**src/rtl/gf180mcu_fd_sc_mcu9t5v0__rr_arb_func_pkg.sv**
```systemverilog
// Shared types and constants for the round-robin arbiter.
// State encoding, default sizes and a one-hot to index helper.
package gf180mcu_fd_sc_mcu9t5v0__arb_pkg;

   typedef enum logic {
      IDLE = 1'b0,
      BUSY = 1'b1
   } arb_state_t;

   localparam int ARB_N        = 4;
   localparam int ARB_N_MAX    = 8;
   localparam int ARB_MAX_HOLD = 16;

   // Widest supported requester set is 8, so a fixed 8-bit view suffices.
   function automatic logic [2:0] oh2idx(input logic [7:0] oh);
      logic [2:0] idx;
      idx = '0;
      for (int i = 0; i < 8; i++) begin
         if (oh[i]) begin
            idx = idx | 3'(i);
         end
      end
      return idx;
   endfunction

endpackage

```
**src/rtl/gf180mcu_fd_sc_mcu9t5v0__rr_arb_func_if.sv**
```systemverilog
// Request/grant bundle between requesters (master) and arbiter (slave).
interface gf180mcu_fd_sc_mcu9t5v0__rr_arb_func_if
   import gf180mcu_fd_sc_mcu9t5v0__arb_pkg::*;
#(
   parameter int N    = ARB_N,
   parameter int IDXW = $clog2(ARB_N)
);

   logic [N-1:0]    REQ;
   logic            LAST;
   logic [N-1:0]    GNT;
   logic            GNT_VLD;
   logic [IDXW-1:0] GNT_IDX;
   logic            TIMEOUT;

   modport master (
      output REQ,
      output LAST,
      input  GNT,
      input  GNT_VLD,
      input  GNT_IDX,
      input  TIMEOUT
   );

   modport slave (
      input  REQ,
      input  LAST,
      output GNT,
      output GNT_VLD,
      output GNT_IDX,
      output TIMEOUT
   );

endinterface

```
**src/rtl/gf180mcu_fd_sc_mcu9t5v0__rr_pick_func.sv**
```systemverilog
// Combinational rotate-priority picker: first set request
// scanning from i_ptr upward, wrapping modulo N.
module gf180mcu_fd_sc_mcu9t5v0__rr_pick_func
   import gf180mcu_fd_sc_mcu9t5v0__arb_pkg::*;
#(
   parameter int N    = ARB_N,
   parameter int IDXW = $clog2(ARB_N)
) (
   input  logic [N-1:0]    i_req,
   input  logic [IDXW-1:0] i_ptr,
   output logic [N-1:0]    o_oh,
   output logic [IDXW-1:0] o_idx,
   output logic            o_any
);

   logic [N-1:0] w_oh;
   logic         w_any;

   function automatic logic [IDXW-1:0] rot(
      input logic [IDXW-1:0] p,
      input int              k
   );
      int s;
      s = int'(p) + k;
      if (s >= N) begin
         s = s - N;
      end
      return IDXW'(s);
   endfunction

   always_comb begin
      w_oh  = '0;
      w_any = 1'b0;
      for (int k = 0; k < N; k++) begin
         if (!w_any && i_req[rot(i_ptr, k)]) begin
            w_oh[rot(i_ptr, k)] = 1'b1;
            w_any               = 1'b1;
         end
      end
   end

   assign o_oh  = w_oh;
   assign o_any = w_any;
   assign o_idx = IDXW'(oh2idx(8'(w_oh)));

endmodule

```
**src/rtl/gf180mcu_fd_sc_mcu9t5v0__rr_arb_func.sv**
```systemverilog
// Round-robin arbiter, registered one-hot grant locked until release.
// Define GF180MCU_FD_SC_MCU9T5V0__RR_ARB_TIMEOUT_EN to bound hold time.
module gf180mcu_fd_sc_mcu9t5v0__rr_arb_func
   import gf180mcu_fd_sc_mcu9t5v0__arb_pkg::*;
#(
   parameter int N        = ARB_N,
   parameter int IDXW     = $clog2(ARB_N),
   parameter int MAX_HOLD = ARB_MAX_HOLD
) (
   input logic CLK,
   input logic RN,
   gf180mcu_fd_sc_mcu9t5v0__rr_arb_func_if.slave bus
);

   if (N < 2 || N > ARB_N_MAX || IDXW != $clog2(N) || MAX_HOLD < 1)
   begin : g_bad_cfg
      $error("rr_arb_func: unsupported parameter set");
   end

   arb_state_t      r_state;
   arb_state_t      w_state_nxt;
   logic [IDXW-1:0] r_ptr;
   logic [IDXW-1:0] w_ptr_nxt;
   logic [N-1:0]    r_gnt;
   logic [N-1:0]    w_gnt_nxt;
   logic [IDXW-1:0] r_idx;
   logic [IDXW-1:0] w_idx_nxt;
   logic            r_vld;
   logic            w_vld_nxt;
   logic            r_tout;
   logic            w_tout_nxt;

   logic [IDXW-1:0] w_ptr_inc;
   logic [IDXW-1:0] w_arb_ptr;
   logic [N-1:0]    w_req_arb;
   logic            w_rel;
   logic            w_tout_now;
   logic [N-1:0]    w_pick_oh;
   logic [IDXW-1:0] w_pick_idx;
   logic            w_pick_any;

   assign w_ptr_inc = (r_idx == IDXW'(N - 1)) ? '0 : r_idx + IDXW'(1);

   assign w_rel = bus.LAST | ~bus.REQ[r_idx] | w_tout_now;

   // On release the holder drops to lowest priority for this same edge.
   always_comb begin
      w_arb_ptr = r_ptr;
      w_req_arb = bus.REQ;
      if (r_state == BUSY) begin
         w_arb_ptr = w_ptr_inc;
         if (bus.LAST || w_tout_now) begin
            w_req_arb[r_idx] = 1'b0;
         end
      end
   end

   gf180mcu_fd_sc_mcu9t5v0__rr_pick_func #(
      .N    (N),
      .IDXW (IDXW)
   ) u_pick (
      .i_req (w_req_arb),
      .i_ptr (w_arb_ptr),
      .o_oh  (w_pick_oh),
      .o_idx (w_pick_idx),
      .o_any (w_pick_any)
   );

   always_comb begin
      w_state_nxt = r_state;
      w_ptr_nxt   = r_ptr;
      w_gnt_nxt   = r_gnt;
      w_idx_nxt   = r_idx;
      w_vld_nxt   = r_vld;
      w_tout_nxt  = 1'b0;
      unique case (r_state)
         IDLE: begin
            if (w_pick_any) begin
               w_state_nxt = BUSY;
               w_gnt_nxt   = w_pick_oh;
               w_idx_nxt   = w_pick_idx;
               w_vld_nxt   = 1'b1;
            end
         end
         BUSY: begin
            if (w_rel) begin
               w_ptr_nxt  = w_ptr_inc;
               w_tout_nxt = w_tout_now;
               if (w_pick_any) begin
                  w_gnt_nxt = w_pick_oh;
                  w_idx_nxt = w_pick_idx;
                  w_vld_nxt = 1'b1;
               end else begin
                  w_state_nxt = IDLE;
                  w_gnt_nxt   = '0;
                  w_idx_nxt   = '0;
                  w_vld_nxt   = 1'b0;
               end
            end
         end
         default: begin
            w_state_nxt = IDLE;
         end
      endcase
   end

   always_ff @(posedge CLK or negedge RN) begin
      if (!RN) begin
         r_state <= IDLE;
         r_ptr   <= '0;
         r_gnt   <= '0;
         r_idx   <= '0;
         r_vld   <= 1'b0;
         r_tout  <= 1'b0;
      end else begin
         r_state <= w_state_nxt;
         r_ptr   <= w_ptr_nxt;
         r_gnt   <= w_gnt_nxt;
         r_idx   <= w_idx_nxt;
         r_vld   <= w_vld_nxt;
         r_tout  <= w_tout_nxt;
      end
   end

`ifdef GF180MCU_FD_SC_MCU9T5V0__RR_ARB_TIMEOUT_EN
   localparam int HOLD_W = $clog2(MAX_HOLD + 1);

   logic [HOLD_W-1:0] r_hold;
   logic              w_new_grant;

   assign w_new_grant = (w_state_nxt == BUSY) &&
                        ((r_state == IDLE) || w_rel);

   // r_hold is the number of completed cycles of the current grant.
   always_ff @(posedge CLK or negedge RN) begin
      if (!RN) begin
         r_hold <= '0;
      end else if (w_new_grant) begin
         r_hold <= '0;
      end else if (r_state == BUSY) begin
         r_hold <= r_hold + HOLD_W'(1);
      end
   end

   assign w_tout_now = (r_state == BUSY) &&
                       (r_hold == HOLD_W'(MAX_HOLD - 1));
`else
   assign w_tout_now = 1'b0;
`endif

   assign bus.GNT     = r_gnt;
   assign bus.GNT_VLD = r_vld;
   assign bus.GNT_IDX = r_idx;
   assign bus.TIMEOUT = r_tout;

endmodule

```
**src/flat_wrapper.sv**
```systemverilog
// flat-port wrapper written by rule: the top's interface ports become plain ports
module gf180mcu_fd_sc_mcu9t5v0__rr_arb_func_flat import gf180mcu_fd_sc_mcu9t5v0__arb_pkg::*;
#(
   parameter int N        = ARB_N,
   parameter int IDXW     = $clog2(ARB_N),
   parameter int MAX_HOLD = ARB_MAX_HOLD
)
  (CLK, RN, bus_REQ, bus_LAST, bus_GNT, bus_GNT_VLD, bus_GNT_IDX, bus_TIMEOUT);
  gf180mcu_fd_sc_mcu9t5v0__rr_arb_func_if #(.N(N), .IDXW(IDXW)) bus_i ();
  input logic CLK;
  input logic RN;
  input wire logic [$bits(bus_i.REQ)-1:0] bus_REQ;
  input wire logic [$bits(bus_i.LAST)-1:0] bus_LAST;
  output wire logic [$bits(bus_i.GNT)-1:0] bus_GNT;
  output wire logic [$bits(bus_i.GNT_VLD)-1:0] bus_GNT_VLD;
  output wire logic [$bits(bus_i.GNT_IDX)-1:0] bus_GNT_IDX;
  output wire logic [$bits(bus_i.TIMEOUT)-1:0] bus_TIMEOUT;
  assign bus_i.REQ = bus_REQ;
  assign bus_i.LAST = bus_LAST;
  assign bus_GNT = bus_i.GNT;
  assign bus_GNT_VLD = bus_i.GNT_VLD;
  assign bus_GNT_IDX = bus_i.GNT_IDX;
  assign bus_TIMEOUT = bus_i.TIMEOUT;
  gf180mcu_fd_sc_mcu9t5v0__rr_arb_func #(.N(N), .IDXW(IDXW), .MAX_HOLD(MAX_HOLD)) u_core (.CLK(CLK), .RN(RN), .bus(bus_i));
endmodule
```
**config.mk**
```make
export PLATFORM = sky130hd
export DESIGN_NAME = gf180mcu_fd_sc_mcu9t5v0__rr_arb_func_flat
export DESIGN_NICKNAME = d
export VERILOG_FILES = /design/src/rtl/gf180mcu_fd_sc_mcu9t5v0__rr_arb_func_pkg.sv /design/src/rtl/gf180mcu_fd_sc_mcu9t5v0__rr_arb_func_if.sv /design/src/rtl/gf180mcu_fd_sc_mcu9t5v0__rr_pick_func.sv /design/src/rtl/gf180mcu_fd_sc_mcu9t5v0__rr_arb_func.sv /design/src/flat_wrapper.sv
export SDC_FILE = /design/constraint.sdc
export NUM_CORES = 1
export LEC_CHECK = 0
export CAP_MARGIN = 20
export CORE_MARGIN = 1
export CORE_UTILIZATION = 53
export DETAILED_ROUTE_END_ITERATION = 12
export PLACE_DENSITY_LB_ADDON = 0.05
export SLEW_MARGIN = 20
export SYNTH_ARGS = -nofsm -noshare
export SYNTH_HDL_FRONTEND = slang
export SYNTH_SLANG_ARGS = --single-unit
```
**constraint.sdc**
```tcl
create_clock -name CLK -period 3.6 [get_ports CLK]
set_input_delay 0.72 -clock CLK [delete_from_list [all_inputs] [get_ports CLK]]
set_output_delay 0.72 -clock CLK [all_outputs]
set_load 0.01 [all_outputs]
```
==> results of run 1 <==
[logic make-up (layout without fill, tap and decap cells)]
logic type	Yosys count	count (layout)	share of synthesized area (%)
other	1	1	0.387
and+or+nand+nor	40	40	20.5
adders and majority gates	11	11	14.2
AOI/OAI and AO/OA	22	22	16.4
DFF	10	10	25.8
muxes	11	11	17.9
buffers and inverters	8	22	4.77
[cell usage after synthesis, types with 2 or more instances]
cell	number
nand4_1	5
a221oi_1	3
dfrtp_1	10
a21oi_1	6
ha_1	11
and2_1	3
nor2_1	2
mux2i_1	5
inv_1	3
o211ai_1	2
nand2_1	16
mux4_2	3
nor3_1	2
mux2i_4	2
nand3_1	7
a31oi_1	3
[state kept, by name (all words and copies together), names as in the netlist]
signal / flops
u_core.bus.GNT: 4
u_core.bus.GNT_IDX: 2
u_core.r_ptr: 2
u_core.bus.GNT_VLD: 1
u_core.r_state: 1
[cells in the final DEF, fill, tap and decap left out, drive strengths merged, types with 2 or more instances in the layout]
| cell | n |
|---|---|
| nand3 | 7 |
| o211ai | 2 |
| nand4 | 5 |
| and2 | 4 |
| a21oi | 7 |
| mux4 | 3 |
| ha | 11 |
| a31oi | 3 |
| dfrtp | 10 |
| clkdlybuf4s50 | 13 |
| inv | 5 |
| nand2 | 16 |
| a221oi | 3 |
| mux2i | 7 |
| nor3 | 2 |
| clkbuf | 4 |
| nor2 | 2 |
[metal layers]
metal  track usage (%)  vias to the layer above  wire length, um
li1                  -                      417                -
met1              33.2                      415              979
met2              39.1                       35             1020
met3              3.60                        8              119
met4              17.0                        0               87
met5                 0                        -                0
[cell type report]
cell class                 count  area share [%]
clock buffer                   4            3.17
inverter                       5            2.08
multi-input combinational     85            58.8
sequential                    10            21.9
tap                           25            2.73
timing repair buffer          13            11.4
[worst max-delay path, stage by stage (launching register included)]
cell	delay [ps]
dfrtp_1	480
inv_1	150
ha_1	360
mux2i_4	340
ha_1	380
mux4_2	380
nand2_1	100
nor2_1	50
a2111oi_2	460
mux2i_1	150
[final timing paths]
kind | startpoint | end | depth (start not counted)
setup / recovery | u_core.bus.GNT_IDX[0] | u_core.bus.GNT[3] | 9
hold / removal | u_core.bus.GNT_VLD | u_core.bus.GNT_VLD | 1
setup reg to reg | u_core.bus.GNT_IDX[0] | u_core.bus.GNT[3] | 9
hold reg to reg | u_core.bus.GNT_VLD | u_core.bus.GNT_VLD | 1
max in group asynchronous | RN | u_core.r_ptr[1] | 1
min in group asynchronous | RN | u_core.bus.GNT_IDX[0] | 1
[report_power, final]
group          leakage [nW]  switching, W  internal (W)
logic                 0.340      0.000487      0.000370
registers             0.120     0.0000486      0.000161
clock network        0.0210     0.0000448     0.0000616
total                 0.481      0.000580      0.000593
[through the flow]
stage / area (sq um) / worst slack [ps]
floorplan: 970 / 901
global placement: 1110 / 624
detailed placement: 1110 / 534
CTS: 1140 / 613
global route: 1140 / 385
finish: 1140 / 612
==> run metrics, run 1 <==
Pwr Total 0.00117 W; H-tree depth 1; row cnt 15; vias 875; setup TNS 0 ps; maximum vdd drop 0.515 mV; Async SR Flop Fraction 100%; PortBufs 13; Net Count, Synth 121; R2R setup slack 610 ps; worst rel slew slack 66.6%; synthesized area 970 sq um; largest net degree at the start of global routing 11; Wirelength per Cell 15.5 um; period utilization 83.0%; post-cts hold buffer count 0; Sequential Area 250 sq um; clock-pin slew on the worst setup and hold paths 70 ps; post-route ant nets 0; Final Setup Violations 0; deepest clock path buffer count 2; clk sinks 10; number of gates resized after cts 0; Crit Path Max Fanout 10; CTS tree built; outcome completed; endpoints failing hold 0; Initial DRT Pass Iterations 4; CTS Buf Count 3; Fmax achieved 335 MHz; ANT cells 0; minimum hold slack 481 ps; layout net count 136; fin util 66.3%; Ports 15; Synth cell types 36; GP Congestion 0.847; Final min period 2990 ps; Ys Warns 0; flops & latches, synth 10; Leak Pwr 0.481 nW; first-pass GRT wire length 3480 um; Synth Area per Inst 9.41 sq um; Post-synth top flop dfrtp_1; CP Launch Type register; Iter 0 DRT Violations 32; die area 2000 sq um; sequential share of the synthesized area 25.8%; vias per cell 6.16; chip height 44.8 um; final WL 2200 um; Critical Path RT 3730 ps; Clock Latency Late Sink 280 ps; Power Density 1020 nW/um^2; crit end category register; EDFF count, synth 0; RSZ-0062 raised after global routing no; post-synth top area cell dfrtp_1; vias in the first global route 769; synth top area cells dfrtp_1 26%, ha_1 14%, mux4_2 7.0%; Post-Layout Cell Count 142; Synth top area share 25.8%; Layout area overhead 18.1%; Initial Util 56.2%; Filler Cell Count 165; GRT overflow 0; Max-Cap Viols 0; cell total after placement 138; Final Max Tran Viols 0; Hold Crit Class register to register; Mapped Cells 103; worst endpoint data arrival time 3120 ps; core area 1730 sq um; chip width 44.8 um; Post-route DRC 0; share of post-route cells with drive strength above 1 12.0%; postcts setup bufs 0; GRT Total Usage 25.3%; Slew @ Worst Pin 500 ps; critical path class register to register; root buffer cell clkbuf_4; Multi-input gate area 673 sq um; HPWL Detailed 1700 um; skew final 7.95 ps; initial antenna violation count 0
Power figures use the tool's default switching activity.
==> run 2, diff against run 1 <==
==> constraint.sdc (replaced) <==
create_clock -name CLK -period 2.9 [get_ports CLK]
set_input_delay 0.58 -clock CLK [delete_from_list [all_inputs] [get_ports CLK]]
set_output_delay 0.58 -clock CLK [all_outputs]
set_load 0.01 [all_outputs]
==> run 2 against run 1 <==
Effect of this change:
- first-iteration DRC count increased by 47%
- via count increased by 1.7%
- cell count increased by 4.2%
- critical path depth increased by 1
- clock skew decreased by 0.81 ps
- power increased by 31%
- critical path type unchanged
- largest cell class unchanged
==> run metrics, run 2 (synthesis gave the netlist of run 1 again) <==
dpl cell area 1150 sq um; r2r worst-path depth 10; Final Cell Area 1190 sq um; commonest non-fill, non-tap cell in the layout nand2_1; CTS Buf Count 3; PortBufs 13; chip height 44.8 um; layout net count 142; CTS tree built; Sw Ratio 48.6%; HP Start u_core.bus.GNT_VLD; initial antenna violation count 0; largest net degree at the start of global routing 11; Clock Latency Late Sink 270 ps; crit end category register; CP Launch Type register; Hold Crit Class register to register; Ports 15; Fmax achieved 378 MHz; Combinational Power Share 76.0%; Final Max Tran Viols 0; number of flip-flops in the largest register 4; post-route ant nets 0; cell-internal power 0.000788 W; period utilization 91.3%; Layout area overhead 22.7%; clock power share 8.4%; root buffer cell clkbuf_4; Final Setup Violations 0; clock-pin slew on the worst setup and hold paths 80 ps; hold path endpoint u_core.bus.GNT_VLD; deepest clock path buffer count 2; worst endpoint data arrival time 2770 ps; Post-route DRC 0; final WL 2280 um; Leak Pwr 0.510 nW; worst r2r src u_core.bus.GNT_IDX[0]; setup TNS 0 ps; Critical Path RT 3020 ps; worst rel slew slack 65.4%; R2R Path End u_core.bus.GNT_IDX[1]; RSZ-0062 raised after global routing no; H-tree depth 1; Slew @ Worst Pin 517 ps; vias in the first global route 820; ANT cells 0; Initial DRT Pass Iterations 4; row cnt 15; vias 890; GRT overflow 0; core area 1730 sq um; clk sinks 10; Final min period 2650 ps; maximum vdd drop 0.708 mV; GP Congestion 0.861; vias per cell 6.01; Reg power frac 15.6%; HPWL Detailed 1750 um; postcts setup bufs 0; Power Density 1290 nW/um^2; share of post-route cells with drive strength above 1 16.3%; fin util 68.9%; die area 2000 sq um; number of gates resized after cts 0; critical path class register to register; GRT Total Usage 25.0%; Wirelength per Cell 15.4 um; Place WS -3.04 ps; R2R setup slack 250 ps; cell total after placement 144; most frequent cells in the layout 16 x nand2_1, 13 x clkdlybuf4s50_1, 11 x ha_1; outcome completed; first-pass GRT wire length 3620 um; NetSw 0.000744 W; chip width 44.8 um; endpoints failing hold 0; Worst Hold Depth 1; Max-Cap Viols 0; Post-Layout Cell Count 148; final worst slack 251 ps; Initial Util 56.2%; Crit Path Max Fanout 9; post-cts hold buffer count 0; Iter 0 DRT Violations 47; skew final 7.15 ps
## run 2: cell count changes in the layout (fill, tap and decap cells not counted), sizes merged
cell,delta
buf,+6
## run 2: cell type report
cell class	count	area, sq um
clock buffer	4	36.3
fill	152	537
inverter	5	23.8
multi-input combinational	85	673
sequential	10	250
tap	25	31.3
timing repair buffer	19	175
## run 2: metrics by stage
| stage | hold WS [ps] | total power [W] |
|---|---|---|
| floorplan | 284 | 0.00105 |
| global placement | 458 | 0.00136 |
| detailed placement | 468 | 0.00139 |
| CTS | 483 | 0.00152 |
| global route | 521 | 0.00165 |
| finish | 477 | 0.00153 |
## run 2: critical path, stage by stage (launching register included)
cell	delay (ps)
dfrtp_1	380
inv_1	140
ha_1	290
mux2i_4	180
buf_4	200
and3_1	180
a211oi_1	60
a21oi_2	320
nor2_1	110
a2111oi_2	470
a31oi_1	140
## run 2: worst max-delay path by stage
stage	startpoint	endpoint	slack (ps)	depth (start not counted)
after floorplan	u_core.bus.GNT_IDX[0]	u_core.bus.GNT_IDX[0]	200	9
after global placement	bus_LAST	u_core.bus.GNT_IDX[1]	90	8
after detailed placement	bus_LAST	u_core.bus.GNT[3]	-3	8
after CTS	u_core.r_state	u_core.bus.GNT_IDX[1]	270	8
after global routing	u_core.bus.GNT_IDX[0]	u_core.bus.GNT_IDX[1]	50	10
final	u_core.bus.GNT_IDX[0]	u_core.bus.GNT_IDX[1]	250	10
## run 2: power groups by stage
| stage | combinational (W) | clock [W] | sequential (W) |
|---|---|---|---|
| after floorplan | 0.000788 | 0 | 0.000265 |
| after global routing | 0.00127 | 0.000134 | 0.000246 |
| final | 0.00116 | 0.000128 | 0.000239 |
| after CTS | 0.00115 | 0.000130 | 0.000239 |
| after detailed placement | 0.00114 | 0 | 0.000241 |
| after global placement | 0.00112 | 0 | 0.000238 |
## run 2: routing by layer
metal,share of wire [%],GRT usage (%)
met1,46,36.4
met2,45,40.3
met4,0,6.06
met5,0,0
met3,8.4,2.80
==> run 3, diff against run 2 <==
--- a/config.mk
+++ b/config.mk
@@ -7,8 +7,9 @@
 export LEC_CHECK = 0
 export CAP_MARGIN = 20
 export CORE_MARGIN = 1
-export CORE_UTILIZATION = 53
+export CORE_UTILIZATION = 61
 export DETAILED_ROUTE_END_ITERATION = 12
+export DONT_BUFFER_PORTS = 1
 export PLACE_DENSITY_LB_ADDON = 0.05
 export SLEW_MARGIN = 20
 export SYNTH_ARGS = -nofsm -noshare
==> run 3 against run 2 <==
Effect of this change:
- global-route usage is 1.7 points higher
- clock skew shrank 6.8 ps
- critical path depth down 1
- wire length is 11% lower
- clock power fell by 29%
- power decreased by 8.4%
- fmax is 0.16% lower
- flip-flop and latch count unchanged
- via count is 7.2% lower
- combinational power fell by 9%
- critical path type unchanged
- critical endpoint is now u_core.bus.GNT[3]
- largest power group unchanged
==> run metrics, run 3 (synthesis gave the netlist of run 1 again) <==
slowest stage delay, CP 460 ps; period utilization 91.5%; most frequent cells in the layout 16 x nand2_1, 11 x ha_1, 10 x dfrtp_1; PortBufs 0; CP Launch Type register; die area 1750 sq um; Max-Cap Viols 0; Crit Path Max Fanout 7; Hold Crit Class register to register; Worst path slowest cell a2111oi_2; minimum hold slack 545 ps; GRT Total Usage 26.7%; maximum vdd drop 0.715 mV; post-route ant nets 0; row cnt 14; number of flip-flops in the largest register 4; HPWL Detailed 1570 um; r2r worst-path depth 9; RSZ-0062 raised after global routing no; chip height 41.9 um; largest net degree at the start of global routing 11; Post-Layout Cell Count 127; crit end category register; GP Congestion 0.883; Final Max Tran Viols 0; Final Setup Violations 0; Initial Util 65.1%; root buffer cell clkbuf_4; initial antenna violation count 0; ANT cells 0; endpoints failing hold 0; critical path class register to register; Clock Latency Late Sink 260 ps; layout net count 131; Initial DRT Pass Iterations 4; clk sinks 10; first-pass GRT wire length 3590 um; Worst Hold Depth 1; Fmax achieved 377 MHz; CTS Buf Count 3; chip width 41.9 um; Ports 15; Filler Cell Count 119; worst endpoint data arrival time 2780 ps; cell total after placement 119; Post-route DRC 0; clock-pin slew on the worst setup and hold paths 60 ps; Critical Path RT 3020 ps; vias in the first global route 807; Pwr Total 0.00140 W; Final min period 2650 ps; Final Cell Area 1050 sq um; Leak Pwr 0.462 nW; CP cell instances inv_1 > ha_1 > mux2i_4 > ha_1 > mux4_2 > nand2_1 > nor2_1 > a2111oi_2 > mux2i_1; Layout area overhead 8.77%; crit-path most repeated cell ha_1; core area 1490 sq um; vias per cell 6.50; deepest clock path buffer count 2; Power Density 1330 nW/um^2; vias 826; setup TNS 0 ps; Wirelength per Cell 16.0 um; Iter 0 DRT Violations 24; CTS tree built; share of post-route cells with drive strength above 1 17.1%; outcome completed; final WL 2030 um; dpl cell area 990 sq um; number of gates resized after cts 0; H-tree depth 1; skew final 0.388 ps; commonest non-fill, non-tap cell in the layout nand2_1; GRT overflow 0
-- run 3: where the power goes --
part           internal (W)  leakage [nW]  switching, W
Combinational      0.000459         0.328      0.000603
Sequential         0.000200         0.120     0.0000500
Clock             0.0000478        0.0138     0.0000436
Total              0.000707         0.462      0.000696
-- run 3: final timing paths --
path / startpoint / slack [ps] / endpoint
min in group asynchronous: RN / 600 / u_core.bus.GNT_IDX[0]
setup / recovery: u_core.bus.GNT_IDX[0] / 250 / u_core.bus.GNT[3]
hold reg to reg: u_core.bus.GNT_VLD / 540 / u_core.bus.GNT_VLD
hold / removal: u_core.bus.GNT_VLD / 540 / u_core.bus.GNT_VLD
max in group asynchronous: RN / 2100 / u_core.bus.GNT[1]
setup reg to reg: u_core.bus.GNT_IDX[0] / 250 / u_core.bus.GNT[3]
-- run 3: layout make-up --
| type | instances | area, sq um | area share [%] |
|---|---|---|---|
| clock buffers | 3 | 22.5 | 2.14 |
| inverters | 5 | 23.8 | 2.25 |
| multi-input cells | 85 | 673 | 63.8 |
| flip-flops and latches | 10 | 250 | 23.7 |
| well taps | 16 | 20.0 | 1.90 |
| repair buffers | 8 | 65.1 | 6.17 |
-- run 3: stage by stage --
| stage | utilization, % | setup WS (ps) |
|---|---|---|
| 3_3_place_gp | 66.5 | 259 |
| 4_1_cts | 68.7 | 199 |
| 3_5_place_dp | 66.5 | 204 |
| 6_report | 70.8 | 247 |
| 2_1_floorplan | - | 201 |
| 5_1_grt | 70.8 | 38.3 |
-- run 3: what timing repair did --
item | 4_1_cts | 5_1_grt
hold endpoints to repair | 5 | 5
endpoints found under the setup margin | 0 | 2
setup buffers | 0 | 3
hold buffers | 1 | 1
-- run 3: critical path, delay by kind of cell (launching register included) --
family	cells	cell delay [ps]
compound gates	1	460
fa+ha+maj	2	640
buf+inv	1	130
mux	3	760
flops	1	370
simple gates	2	150
-- run 3: routing by layer --
layer | track usage, % | wire (um) | vias to the layer above
met5 | 0 | 0 | -
li1 | - | - | 408
met1 | 36.3 | 910 | 387
met3 | 7.39 | 136 | 4
met2 | 41.3 | 947 | 27
met4 | 8.39 | 33 | 0
